<file path="src/rtl/zelda_pkg.sv">
// Shared types for the Link sprite path: direction encoding, ROM address
// width and the walk-animation state encoding.
package zelda_pkg;

  localparam int SPRITE_ADDR_W = 11;

  typedef enum logic [1:0] {
    DIR_DOWN  = 2'd0,
    DIR_UP    = 2'd1,
    DIR_LEFT  = 2'd2,
    DIR_RIGHT = 2'd3
  } dir_t;

  typedef enum logic {
    ANIM_STAND = 1'b0,
    ANIM_WALK  = 1'b1
  } anim_state_t;

endpackage

</file>
<file path="src/rtl/link_anim_ctrl.sv">
// Walk-animation controller. Advances only on the frame-start strobe so the
// selected walk frame is constant for a whole frame. The vsync that starts a
// walk counts as the first step, so with ANIM_PERIOD=N the frame toggles on
// the N-th, 2N-th, ... strobe of continuous walking.
module link_anim_ctrl
  import zelda_pkg::*;
#(
  parameter int ANIM_PERIOD = 8
) (
  input  logic clk,
  input  logic reset,
  input  logic vsync_pulse,
  input  logic moving,
  output logic anim_frame
);

  localparam int CNT_W = (ANIM_PERIOD > 1) ? $clog2(ANIM_PERIOD) : 1;
  localparam logic [CNT_W-1:0] CNT_LAST = CNT_W'(ANIM_PERIOD - 1);

  anim_state_t      state;
  logic [CNT_W-1:0] cnt;

  // STAND/WALK state, step counter and frame bit, all moved only by vsync.
  always_ff @(posedge clk) begin
    if (reset) begin
      state      <= ANIM_STAND;
      cnt        <= '0;
      anim_frame <= 1'b0;
    end else if (vsync_pulse) begin
      case (state)
        ANIM_STAND: begin
          if (moving) begin
            state <= ANIM_WALK;
            if (cnt == CNT_LAST) begin
              cnt        <= '0;
              anim_frame <= ~anim_frame;
            end else begin
              cnt <= cnt + 1'b1;
            end
          end
        end
        ANIM_WALK: begin
          if (!moving) begin
            state      <= ANIM_STAND;
            cnt        <= '0;
            anim_frame <= 1'b0;
          end else if (cnt == CNT_LAST) begin
            cnt        <= '0;
            anim_frame <= ~anim_frame;
          end else begin
            cnt <= cnt + 1'b1;
          end
        end
        default: begin
          state      <= ANIM_STAND;
          cnt        <= '0;
          anim_frame <= 1'b0;
        end
      endcase
    end
  end

endmodule

</file>
<file path="src/rtl/link_sprite_fetch.sv">
// Per-pixel Link sprite fetch: frame-start latching of position/direction,
// 11-bit in-box test, ROM address formation and a fixed 3-cycle pipeline to
// the palette LUT (addr -> external ROM -> index/valid/opaque).
module link_sprite_fetch
  import zelda_pkg::*;
#(
  parameter int         SPRITE_W        = 16,
  parameter int         SPRITE_H        = 16,
  parameter int         ANIM_PERIOD     = 8,
  parameter logic [3:0] TRANSPARENT_IDX = 4'h0
) (
  input  logic                     Clk,
  input  logic                     Reset,
  input  logic [9:0]               DrawX,
  input  logic [9:0]               DrawY,
  input  logic                     pix_active,
  input  logic                     vsync_pulse,
  input  logic [9:0]               link_x,
  input  logic [9:0]               link_y,
  input  logic [1:0]               link_dir,
  input  logic                     link_moving,
  output logic [SPRITE_ADDR_W-1:0] rom_addr,
  input  logic [3:0]               rom_data,
  output logic [3:0]               idx_out,
  output logic                     idx_valid,
  output logic                     opaque,
  output logic                     anim_frame
);

  logic [9:0] lx_q, ly_q;
  dir_t       dir_q;

  // Frame registers; pixels in the strobe cycle still see the old values.
  // The walking flag is sampled directly by the animation controller on the
  // same strobe, so it needs no separate copy here.
  always_ff @(posedge Clk) begin
    if (Reset) begin
      lx_q  <= '0;
      ly_q  <= '0;
      dir_q <= DIR_DOWN;
    end else if (vsync_pulse) begin
      lx_q  <= link_x;
      ly_q  <= link_y;
      dir_q <= dir_t'(link_dir);
    end
  end

  link_anim_ctrl #(.ANIM_PERIOD(ANIM_PERIOD)) u_anim (
    .clk         (Clk),
    .reset       (Reset),
    .vsync_pulse (vsync_pulse),
    .moving      (link_moving),
    .anim_frame  (anim_frame)
  );

  // 11-bit compare so a box hanging past column/row 1023 never wraps to 0.
  logic [10:0] px, py, bx, by;
  logic        in_box;
  logic [3:0]  col, row;
  logic [SPRITE_ADDR_W-1:0] addr_nxt;

  assign px     = {1'b0, DrawX};
  assign py     = {1'b0, DrawY};
  assign bx     = {1'b0, lx_q};
  assign by     = {1'b0, ly_q};
  assign in_box = pix_active
                  && (px >= bx) && (px < bx + 11'(SPRITE_W))
                  && (py >= by) && (py < by + 11'(SPRITE_H));
  // Only the low nibble of the offset addresses the 16x16 image.
  assign col      = DrawX[3:0] - lx_q[3:0];
  assign row      = DrawY[3:0] - ly_q[3:0];
  assign addr_nxt = {dir_q, anim_frame, row, col};

  logic [2:1] vld_pipe;

  // Stage 1 address, stage 2 carry (ROM is busy), stage 3 index/flags.
  always_ff @(posedge Clk) begin
    if (Reset) begin
      rom_addr  <= '0;
      vld_pipe  <= '0;
      idx_out   <= '0;
      idx_valid <= 1'b0;
      opaque    <= 1'b0;
    end else begin
      rom_addr    <= addr_nxt;
      vld_pipe[1] <= in_box;
      vld_pipe[2] <= vld_pipe[1];
      idx_out     <= rom_data;
      idx_valid   <= vld_pipe[2];
      opaque      <= vld_pipe[2] && (rom_data != TRANSPARENT_IDX);
    end
  end

endmodule

</file>
<file path="config.mk">
export PLATFORM = sky130hd
export DESIGN_NAME = link_sprite_fetch
export DESIGN_NICKNAME = d
export VERILOG_FILES = /design/src/rtl/zelda_pkg.sv /design/src/rtl/link_anim_ctrl.sv /design/src/rtl/link_sprite_fetch.sv
export SDC_FILE = /design/constraint.sdc
export NUM_CORES = 1
export LEC_CHECK = 0
export ABC_AREA = 1
export CAP_MARGIN = 20
export CORE_ASPECT_RATIO = 1.75
export CORE_MARGIN = 1
export CORE_UTILIZATION = 44
export DETAILED_ROUTE_END_ITERATION = 8
export HOLD_SLACK_MARGIN = 0.05
export PLACE_DENSITY = 0.77
export SLEW_MARGIN = 30
export SYNTH_ARGS = -nofsm -noshare
export SYNTH_HDL_FRONTEND = slang
export SYNTH_SLANG_ARGS = --single-unit
</file>
<file path="constraint.sdc">
create_clock -name Clk -period 1.5 [get_ports Clk]
set_input_delay 0.15 -clock Clk [delete_from_list [all_inputs] [get_ports Clk]]
set_output_delay 0.15 -clock Clk [all_outputs]
set_load 0.1 [all_outputs]
</file>
==> out/metrics.yaml, run 1 <==
placed_design:
  dp_hpwl_um: 5210
  pre_cts_ws_ns: -0.291
  gp_congestion: 0.776
  portBuffers: 68
outcome:
  status: "finished with violations"
  violations: "negative setup slack"
route:
  routed-via-count: 2489
  drt_wl_total_um: 6580
  wl_per_cell_um: 13.1
  route.detailed.drc: 0
  drtIter0Drc: 47
  viasPerCell: 4.95
  final_antenna_net_count: 0
  dr.pass1.iters: 4
floorplanning:
  coreArea_um2: 5590
  dieHeight_um: 103
  fp.dieW_um: 59.5
  initial_core_util_pct: 45.5
  num_rows: 36
  dieArea_um2: 6100
  io_pins: 69
logic_synthesis:
  avgSynthCellArea_um2: 7.78
  ys.flop_type: "dfxtp_1"
  syn_nets: 416
  yosysSeqAreaShare_pct: 36.2
  ys_seq_elements: 46
  synth-compound-area-share_pct: 15.0
  yosys_warnings: 0
  async_flop_share_pct: 0
  synth_top_family_by_area: "adder cells"
  synthCells: 327
  synth-xor-area-share_pct: 2.41
  synth_area_um2: 2540
  synth_fa_ha_area_share_pct: 19.3
  yosysTopAreaCellShare_pct: 36.2
  synthMuxAreaShare_pct: 0
  synth_edf_count: 0
  synthTopCellsByArea: "dfxtp_1 36%, ha_1 18%, a21oi_1 7.7%"
  yosys.area.top_type: "dfxtp_1"
  yosys.area_share.simple_pct: 17.7
  synth_cell_types: 30
finish:
  finalNetCount: 515
  fill_cells: 472
  diodes: 0
  most-common-layout-cells: "50 x clkdlybuf4s50_1, 46 x inv_1, 43 x nand2_1"
  area_growth_pct: 50.9
  mostFrequentLayoutCell: "clkdlybuf4s50_1"
  drive_above_1_share_pct: 18.3
grt:
  grt_pass1_vias: 2559
  grt.overflow.total: 0
  grt_pass1_wl_um: 10500
  grt_max_degree: 44
  antenna_found_initial: 0
  grt_usage_pct: 23.0
clocking:
  clk_pin_slew_ns: 0.10
  htreeDepth: 2
  cts_setup_buffers: 0
  clock-sinks: 46
  clock_latency_ns: 0.31
  ctsRootBufferMaster: "clkbuf_8"
  cts_tree: "yes"
  clock_path_buffers: 2
  numCtsBuffers: 5
critical_path:
  critical_path_class: "flop to flop"
  cp-start-kind: "flop"
  crit_fanout: 3
  crit_required_ns: 1.74
  arrival_ns: 1.94
  endpoint_kind: "flop"
sta:
  finalCritPeriodShare_pct: 113
  fin_crit_ns: 1.70
  rsz0062_at_grt: "yes"
  clock_skew_ns: 0.00809
  finalHoldViolations: 0
  setup_viol: 1
  tightest_slew_ns: 0.303
  clock.fmax_mhz: 589
  layout_setup_ws_ns: -0.197
  slew_viol_final: 0
  max-slew-margin-rel_pct: 79.7
job:
  drv_cap: 0
power_and_ir_drop:
  p_leak_nw: 1.75
  powerDensity_nw_per_um2: 860
  peakVddDrop_uv: 762
  finalPower_mw: 3.30
hold_path:
  hold_path_class: "input port to flop"
## Yosys cell counts, types with 2 or more instances
cell type	instances
o21ai_1	26
inv_2	4
fa_1	2
xnor2_1	2
clkbuf_1	2
buf_4	2
nand2_1	43
a21oi_1	39
nand3_1	12
dfxtp_1	46
nor2_1	32
inv_1	46
ha_1	36
buf_2	4
xor2_1	5
nand4_1	3
nor3_1	5
o21ai_0	6
## power breakdown
group / switching [mW] / internal (mW) / total [mW]
sequential: 0.0563 / 1.30 / 1.36
combinational: 0.606 / 0.504 / 1.11
clock: 0.484 / 0.349 / 0.833
## kinds of logic after synthesis
group,after synthesis
buf+inv,60
fa+ha+maj,38
simple gates,102
compound gates,74
xor+xnor,7
flops,46
## state kept, by name, indices dropped and copies added (netlist names)
signal             count
idx_valid              1
opaque                 1
dir_q                  2
ly_q                  10
idx_out                4
lx_q                  10
u_anim.state           1
rom_addr              11
u_anim.cnt             3
vld_pipe               2
u_anim.anim_frame      1
## layer usage
layer	part of all wire (%)	global-route usage, %	routed length (µm)
met4	3.7	11.9	246
met3	2.8	3.14	186
met2	59	47.9	3900
met5	0	0	0
met1	34	19.7	2240
## cell type report
cell class	count	area [µm²]	share of cell area [%]
Multi-Input combinational cell	221	1410	36.6
Timing Repair Buffer	101	1120	29.2
Sequential cell	46	926	24.1
Inverter	51	194	5.05
Tap cell	76	95.1	2.48
Clock buffer	5	68.8	1.79
Clock inverter	3	28.8	0.750
## repair_timing
item / CTS / global route
hold buffers: 0 / 0
gates resized for setup: 6 / 0
pin swaps: 1 / 0
endpoints found under the setup margin: 1 / 1
## critical path: stages, from the launching register on
cell and delay (ns):
dfxtp_2 0.36, buf_4 0.12, nand3_1 0.11, nor3_1 0.26, xor2_1 0.18, ha_1 0.24, o21a_2 0.11, nand2_1 0.08
nand3_1 0.08, nor2_1 0.09
## through the flow
stage	util (%)	hold slack (ns)	setup TNS (ns)	instances	area (µm²)
floorplan	-	0.257	-0.0335	327	2550
global placement	66.6	0.413	-0.486	495	3720
detailed placement	66.6	0.402	-0.641	495	3720
CTS	68.7	0.375	-0.184	503	3840
global route	68.7	0.384	-0.299	503	3840
finish	68.7	0.378	-0.197	503	3840
## worst paths after layout
check              startpoint          end  slack [ns]  cells after the start
setup / recovery      lx_q[4]  vld_pipe[1]       -0.20                      9
setup reg to reg      lx_q[4]  vld_pipe[1]       -0.20                      9
hold / removal    rom_data[2]   idx_out[2]        0.38                      3
hold reg to reg   vld_pipe[1]  vld_pipe[2]        0.43                      2
Power figures use the tool's default switching activity.
==> run 2, diff against run 1 <==
--- a/config.mk
+++ b/config.mk
@@ -9,10 +9,10 @@
 export CAP_MARGIN = 20
 export CORE_ASPECT_RATIO = 1.75
 export CORE_MARGIN = 1
-export CORE_UTILIZATION = 44
+export CORE_UTILIZATION = 41
 export DETAILED_ROUTE_END_ITERATION = 8
-export HOLD_SLACK_MARGIN = 0.05
-export PLACE_DENSITY = 0.77
+export HOLD_SLACK_MARGIN = 0.12
+export PLACE_DENSITY = 0.72
 export SLEW_MARGIN = 30
 export SYNTH_ARGS = -nofsm -noshare
 export SYNTH_HDL_FRONTEND = slang
==> out/metrics.yaml, run 2 (synthesized netlist as in run 1, its figures left out) <==
outcome:
  status: "finished with violations"
  violations: "negative setup slack"
clocking:
  htreeDepth: 2  # unchanged
  clock_latency_ns: 0.30  # about the same
  cts_tree: "yes"
  ctsRootBufferMaster: "clkbuf_8"
  numCtsBuffers: 5  # unchanged
  clock-sinks: 46  # unchanged
  clock_path_buffers: 2  # unchanged
  clk_pin_slew_ns: 0.09  # about the same
floorplanning:
  dieHeight_um: 106  # +3.5%
  dieArea_um2: 6540  # +7.1%
  fp.dieW_um: 61.5  # +3.5%
  io_pins: 69  # unchanged
  coreArea_um2: 5930  # +6.1%
  num_rows: 37  # +2.8%
  initial_core_util_pct: 42.9  # -2.6 points
placed_design:
  dp.cells: 492  # -0.61%
  dp_hpwl_um: 4800  # -7.9%
  gp_congestion: 0.789  # +1.7%
  portBuffers: 68  # unchanged
power_and_ir_drop:
  power.switching_mw: 1.10  # -3.9%
  switching_share_pct: 32.5  # -2.2 points
  clkPwrFrac_pct: 27.9  # +2.7 points
  finalPower_mw: 3.39  # +2.7%
  seqPwrFrac_pct: 40.1  # -1.0 points
  peakVddDrop_uv: 632  # -17%
  p_leak_nw: 1.72  # -1.4%
  intPower_mw: 2.29  # +6.2%
  powerDensity_nw_per_um2: 888  # +3.2%
  comb_power_share_pct: 32.0  # -1.6 points
job:
  drv_cap: 0  # unchanged
finish:
  most-common-layout-cells: "50 x clkdlybuf4s50_1, 46 x inv_1, 43 x nand2_1"
  area_growth_pct: 50.1
  top_regs: "rom_addr: 11 flops, lx_q: 10 flops, ly_q: 10 flops"
  multi_input_area_um2: 1410  # +0.27%
  finish.utilization_pct: 64.4  # -4.3 points
  drive_above_1_share_pct: 17.7  # -0.54 points
  diodes: 0  # unchanged
  final_cells: 501  # -0.40%
  largest_reg_flops: 11  # unchanged
  fill_cells: 541  # +15%
  finalNetCount: 511  # -0.78%
  final-seq-area_um2: 926  # unchanged
  mostFrequentLayoutCell: "clkdlybuf4s50_1"
  regMostFlops: "rom_addr"
route:
  viasPerCell: 4.79  # -3.2%
  dr.pass1.iters: 6  # +2
  wl_per_cell_um: 12.4  # -5.1%
  drtIter0Drc: 82  # +74%
  route.detailed.drc: 0  # unchanged
  final_antenna_net_count: 0  # unchanged
  routed-via-count: 2401  # -3.5%
  drt_wl_total_um: 6210  # -5.5%
sta:
  finalHoldViolations: 0  # unchanged
  clock_skew_ns: 0.00771  # -0.000386 ns
  layout_setup_ws_ns: -0.176  # +0.0216 ns
  rsz0062_at_grt: "yes"
  slew_viol_final: 0  # unchanged
  tightest_slew_ns: 0.700  # +0.397 ns
  finalCritPeriodShare_pct: 112  # -1.4 points
  setup_viol: 1  # unchanged
  hold-worst-slack_ns: 0.393  # +0.0144 ns
  max-slew-margin-rel_pct: 53.3  # -26 points
  setup_tns_ns: -0.176  # +0.0216 ns
  fin_crit_ns: 1.68  # -0.0216 ns
  clock.fmax_mhz: 597  # +1.3%
grt:
  use_met1_pct: 19.4  # -0.33 points
  antenna_found_initial: 0  # unchanged
  grt_max_degree: 44  # unchanged
  grt_pass1_wl_um: 10100  # -3.4%
  grtUsageMet3_pct: 2.92  # -0.22 points
  grt_pass1_vias: 2452  # -4.2%
  grtUsageMet2_pct: 41.2  # -6.7 points
  top_usage_layer: "met2"
  grt.overflow.total: 0  # unchanged
  grt_usage_pct: 20.7  # -2.4 points
critical_path:
  r2r_start: "lx_q[5]"
  path_cells: "ha_4 > xnor2_2 > ha_1 > nand2_1 > inv_1 > a21oi_2 > nand2_1 > nand2_1 > nand2_1 > nand2_1 > nand3_1 > nor2_1"
  cp-start-kind: "flop"
  crit_fanout: 3  # unchanged
  arrival_ns: 1.91  # -0.03 ns
  critical_path.slowest_cell: "dfxtp_2"
  critical_path_class: "flop to flop"
  r2r_end: "vld_pipe[1]"
  endpoint_kind: "flop"
  path_common_cell: "nand2_1"
  reg2reg_depth: 12  # +3
  crit_required_ns: 1.73  # about the same
  rrSetupSlack_ns: -0.18  # +0.02 ns
  critPathMaxStageDelay_ns: 0.35  # about the same
  startpoint: "lx_q[5]"
hold_path:
  min_to: "idx_out[3]"
  hold_path_startpoint: "rom_data[3]"
  min_path_cells: 3  # unchanged
  hold_path_class: "input port to flop"
[run 2: per-layer routing]
layer / vias up / wire length (µm)
li1: 1261 / -
met1: 1090 / 2260
met2: 38 / 3650
met3: 12 / 141
met4: 0 / 165
met5: - / 0
[run 2: area by class of cell]
cell class / instances / share of cell area (%)
repair buffers: 97 / 28.2
multi-input cells: 221 / 36.9
clock inverters: 3 / 1.18
inverters: 51 / 5.08
clock buffers: 5 / 1.80
flip-flops and latches: 46 / 24.2
well taps: 78 / 2.56
[run 2: stage by stage]
| stage | instance area (µm²) | setup slack (ns) |
|---|---|---|
| after global placement | 3670 | -0.268 |
| after CTS | 3800 | -0.178 |
| after global routing | 3820 | -0.289 |
| after floorplan | 2550 | -0.0335 |
| after detailed placement | 3670 | -0.286 |
| final | 3820 | -0.176 |
[run 2: how the worst max path moves through the flow]
stage / to / slack [ns] / depth (start not counted)
global placement: vld_pipe[1] / -0.27 / 13
finish: vld_pipe[1] / -0.18 / 12
floorplan: vld_pipe[1] / -0.03 / 12
detailed placement: vld_pipe[1] / -0.29 / 13
CTS: vld_pipe[1] / -0.18 / 12
global route: vld_pipe[1] / -0.29 / 12
[run 2: worst max-delay path, delay by kind of cell, from the launching register on]
| kind | cells | cell delay [ns] |
|---|---|---|
| xor gates and xnor gates | 1 | 0.13 |
| and+or+nand+nor | 7 | 0.49 |
| AOI/OAI and AO/OA | 1 | 0.10 |
| buffers and inverters | 1 | 0.05 |
| adders and majority gates | 2 | 0.48 |
| DFF | 1 | 0.35 |
[run 2: power by group through the flow]
| stage | Combinational (mW) | Sequential (mW) | Clock, mW |
|---|---|---|---|
| after global routing | 1.18 | 1.37 | 1.01 |
| after floorplan | 0.392 | 1.60 | 0 |
| after detailed placement | 1.07 | 1.38 | 0 |
| after global placement | 1.06 | 1.38 | 0 |
| final | 1.08 | 1.36 | 0.947 |
| after CTS | 1.09 | 1.36 | 0.963 |
[run 2: repair_timing]
| item | CTS | global route |
|---|---|---|
| pin swaps | 0 | 4 |
| hold endpoints to repair | 0 | 0 |
| hold buffers | 0 | 0 |
| gates resized for setup | 3 | 4 |
| endpoints found under the setup margin | 1 | 1 |
| setup buffers | 1 | 0 |
==> run 3, diff against run 2 <==
--- a/config.mk
+++ b/config.mk
@@ -11,6 +11,7 @@
 export CORE_MARGIN = 1
 export CORE_UTILIZATION = 41
 export DETAILED_ROUTE_END_ITERATION = 8
+export GPL_TIMING_DRIVEN = 0
 export HOLD_SLACK_MARGIN = 0.12
 export PLACE_DENSITY = 0.72
 export SLEW_MARGIN = 30
==> out/metrics.yaml, run 3 (synthesized netlist as in run 1, its figures left out) <==
finish:
  area_growth_pct: 39.8
  most-common-layout-cells: "49 x clkdlybuf4s50_1, 46 x inv_1, 42 x nand2_1"
  top_regs: "rom_addr: 11 flops, lx_q: 10 flops, ly_q: 10 flops"
  diodes: 0  # unchanged
  largest_reg_flops: 11  # unchanged
  finalNetCount: 495  # -3.1%
  mostFrequentLayoutCell: "clkdlybuf4s50_1"
  drive_above_1_share_pct: 15.2  # -2.5 points
  fill_cells: 587  # +8.5%
  regMostFlops: "rom_addr"
  final_cells: 485  # -3.2%
power_and_ir_drop:
  powerDensity_nw_per_um2: 910  # +2.5%
  switching_share_pct: 33.1  # +0.62 points
  finalPower_mw: 3.24  # -4.6%
  comb_power_share_pct: 29.6  # -2.4 points
  seqPwrFrac_pct: 41.5  # +1.4 points
  clkPwrFrac_pct: 28.9  # +1.0 points
  p_leak_nw: 1.56  # -9.3%
  intPower_mw: 2.16  # -5.5%
  power.switching_mw: 1.07  # -2.8%
  peakVddDrop_uv: 574  # -9.2%
route:
  dr.pass1.iters: 4  # -2
  drtIter0Drc: 64  # -22%
  viasPerCell: 4.83  # +0.72%
  wl_per_cell_um: 12.8  # +3.0%
  drt_wl_total_um: 6200  # -0.27%
  final_antenna_net_count: 0  # unchanged
  route.detailed.drc: 0  # unchanged
  routed-via-count: 2341  # -2.5%
hold_path:
  min_path_cells: 2  # -1
  hold_path_class: "input port to flop"
floorplanning:
  dieArea_um2: 6540  # unchanged
  io_pins: 69  # unchanged
  dieHeight_um: 106  # unchanged
  coreArea_um2: 5930  # unchanged
  initial_core_util_pct: 42.9  # unchanged
  num_rows: 37  # unchanged
  fp.dieW_um: 61.5  # unchanged
grt:
  antenna_found_initial: 0  # unchanged
  grt_pass1_vias: 2370  # -3.3%
  grt_pass1_wl_um: 9950  # -2.0%
  grt.overflow.total: 0  # unchanged
  grt_max_degree: 16  # -64%
  grt_usage_pct: 20.4  # -0.32 points
sta:
  finalHoldViolations: 0  # unchanged
  clock.fmax_mhz: 604  # +1.2%
  clock_skew_ns: 0.00394  # -0.00376 ns
  layout_setup_ws_ns: -0.156  # +0.0200 ns
  rsz0062_at_grt: "yes"
  fin_crit_ns: 1.66  # -0.0200 ns
  finalCritPeriodShare_pct: 110  # -1.3 points
  setup_viol: 1  # unchanged
  tightest_slew_ns: 0.572  # -0.128 ns
  max-slew-margin-rel_pct: 61.9  # +8.6 points
  slew_viol_final: 0  # unchanged
clocking:
  htreeDepth: 2  # unchanged
  cts_tree: "yes"
  ctsRootBufferMaster: "clkbuf_8"
  cts_hold_buf: 0  # unchanged
  clock_path_buffers: 2  # unchanged
  clock-sinks: 46  # unchanged
  clk_pin_slew_ns: 0.09  # about the same
  clock_latency_ns: 0.30  # about the same
  numCtsBuffers: 5  # unchanged
placed_design:
  pre_cts_ws_ns: -0.342  # -0.0558 ns
  dp.cells: 472  # -4.1%
  gp_congestion: 0.795  # +0.76%
  portBuffers: 67  # -1.5%
  dp_hpwl_um: 4910  # +2.2%
critical_path:
  critical_path_class: "flop to flop"
  arrival_ns: 1.90  # about the same
  crit_fanout: 2  # -1
  cp-start-kind: "flop"
  crit_required_ns: 1.74  # about the same
  reg2reg_depth: 12  # unchanged
  endpoint_kind: "flop"
  rrSetupSlack_ns: -0.16  # +0.02 ns
outcome:
  violations: "negative setup slack"
  status: "finished with violations"
job:
  drv_cap: 0  # unchanged
run 3: layout make-up:
type	instances	area, µm²	area share, %
clock buffer	5	68.8	1.94
inverter	51	194	5.45
multi-input combinational	221	1440	40.4
timing repair buffer	72	731	20.5
sequential	46	938	26.4
tap	78	97.6	2.74
buffer	9	46.3	1.30
clock inverter	3	43.8	1.23
run 3: layer usage:
metal	vias to the layer above	share of wire [%]	global-route usage (%)
met5	-	0	0
met1	1061	38	20.1
li1	1232	-	-
met2	40	58	39.5
met3	8	2.6	2.92
met4	0	1.7	7.46
run 3: worst paths after layout:
| path | from | end |
|---|---|---|
| worst max-delay path | lx_q[4] | vld_pipe[1] |
| worst min-delay path | Reset | u_anim.cnt[1] |
| worst max register to register | lx_q[4] | vld_pipe[1] |
| worst min register to register | vld_pipe[1] | vld_pipe[2] |
run 3: stage by stage:
step | setup TNS (ns) | hold WS [ns] | area, µm² | util [%]
floorplan | -0.0335 | 0.257 | 2550 | -
CTS | -0.136 | 0.144 | 3540 | 59.8
global placement | -2.66 | 0.414 | 3320 | 56.0
global route | -0.287 | 0.153 | 3560 | 60.0
detailed placement | -3.35 | 0.407 | 3320 | 56.0
finish | -0.156 | 0.149 | 3560 | 60.0
run 3: what timing repair did:
| item | CTS | global route |
|---|---|---|
| resized for setup | 69 | 3 |
| pin swaps | 4 | 1 |
| setup endpoints to repair | 19 | 1 |
| setup buffers | 5 | 0 |
run 3: critical path, cell delays in order (launching register included):
cell and delay (ns):
dfxtp_4 0.36, ha_4 0.15, xnor2_1 0.12, ha_1 0.33, nand2_2 0.09, inv_1 0.05, a21oi_2 0.12, nand2_1 0.06
nand2_1 0.06, nand2_1 0.04, nand2_1 0.06, nand3_1 0.07, nor2_1 0.08
run 3: power by group through the flow:
stage               clock network (mW)  registers, mW  logic (mW)
floorplan                            0           1.60       0.392
global placement                     0           1.37       0.922
detailed placement                   0           1.37       0.940
CTS                              0.959           1.34       0.951
global route                      1.01           1.35        1.05
finish                           0.934           1.34       0.958
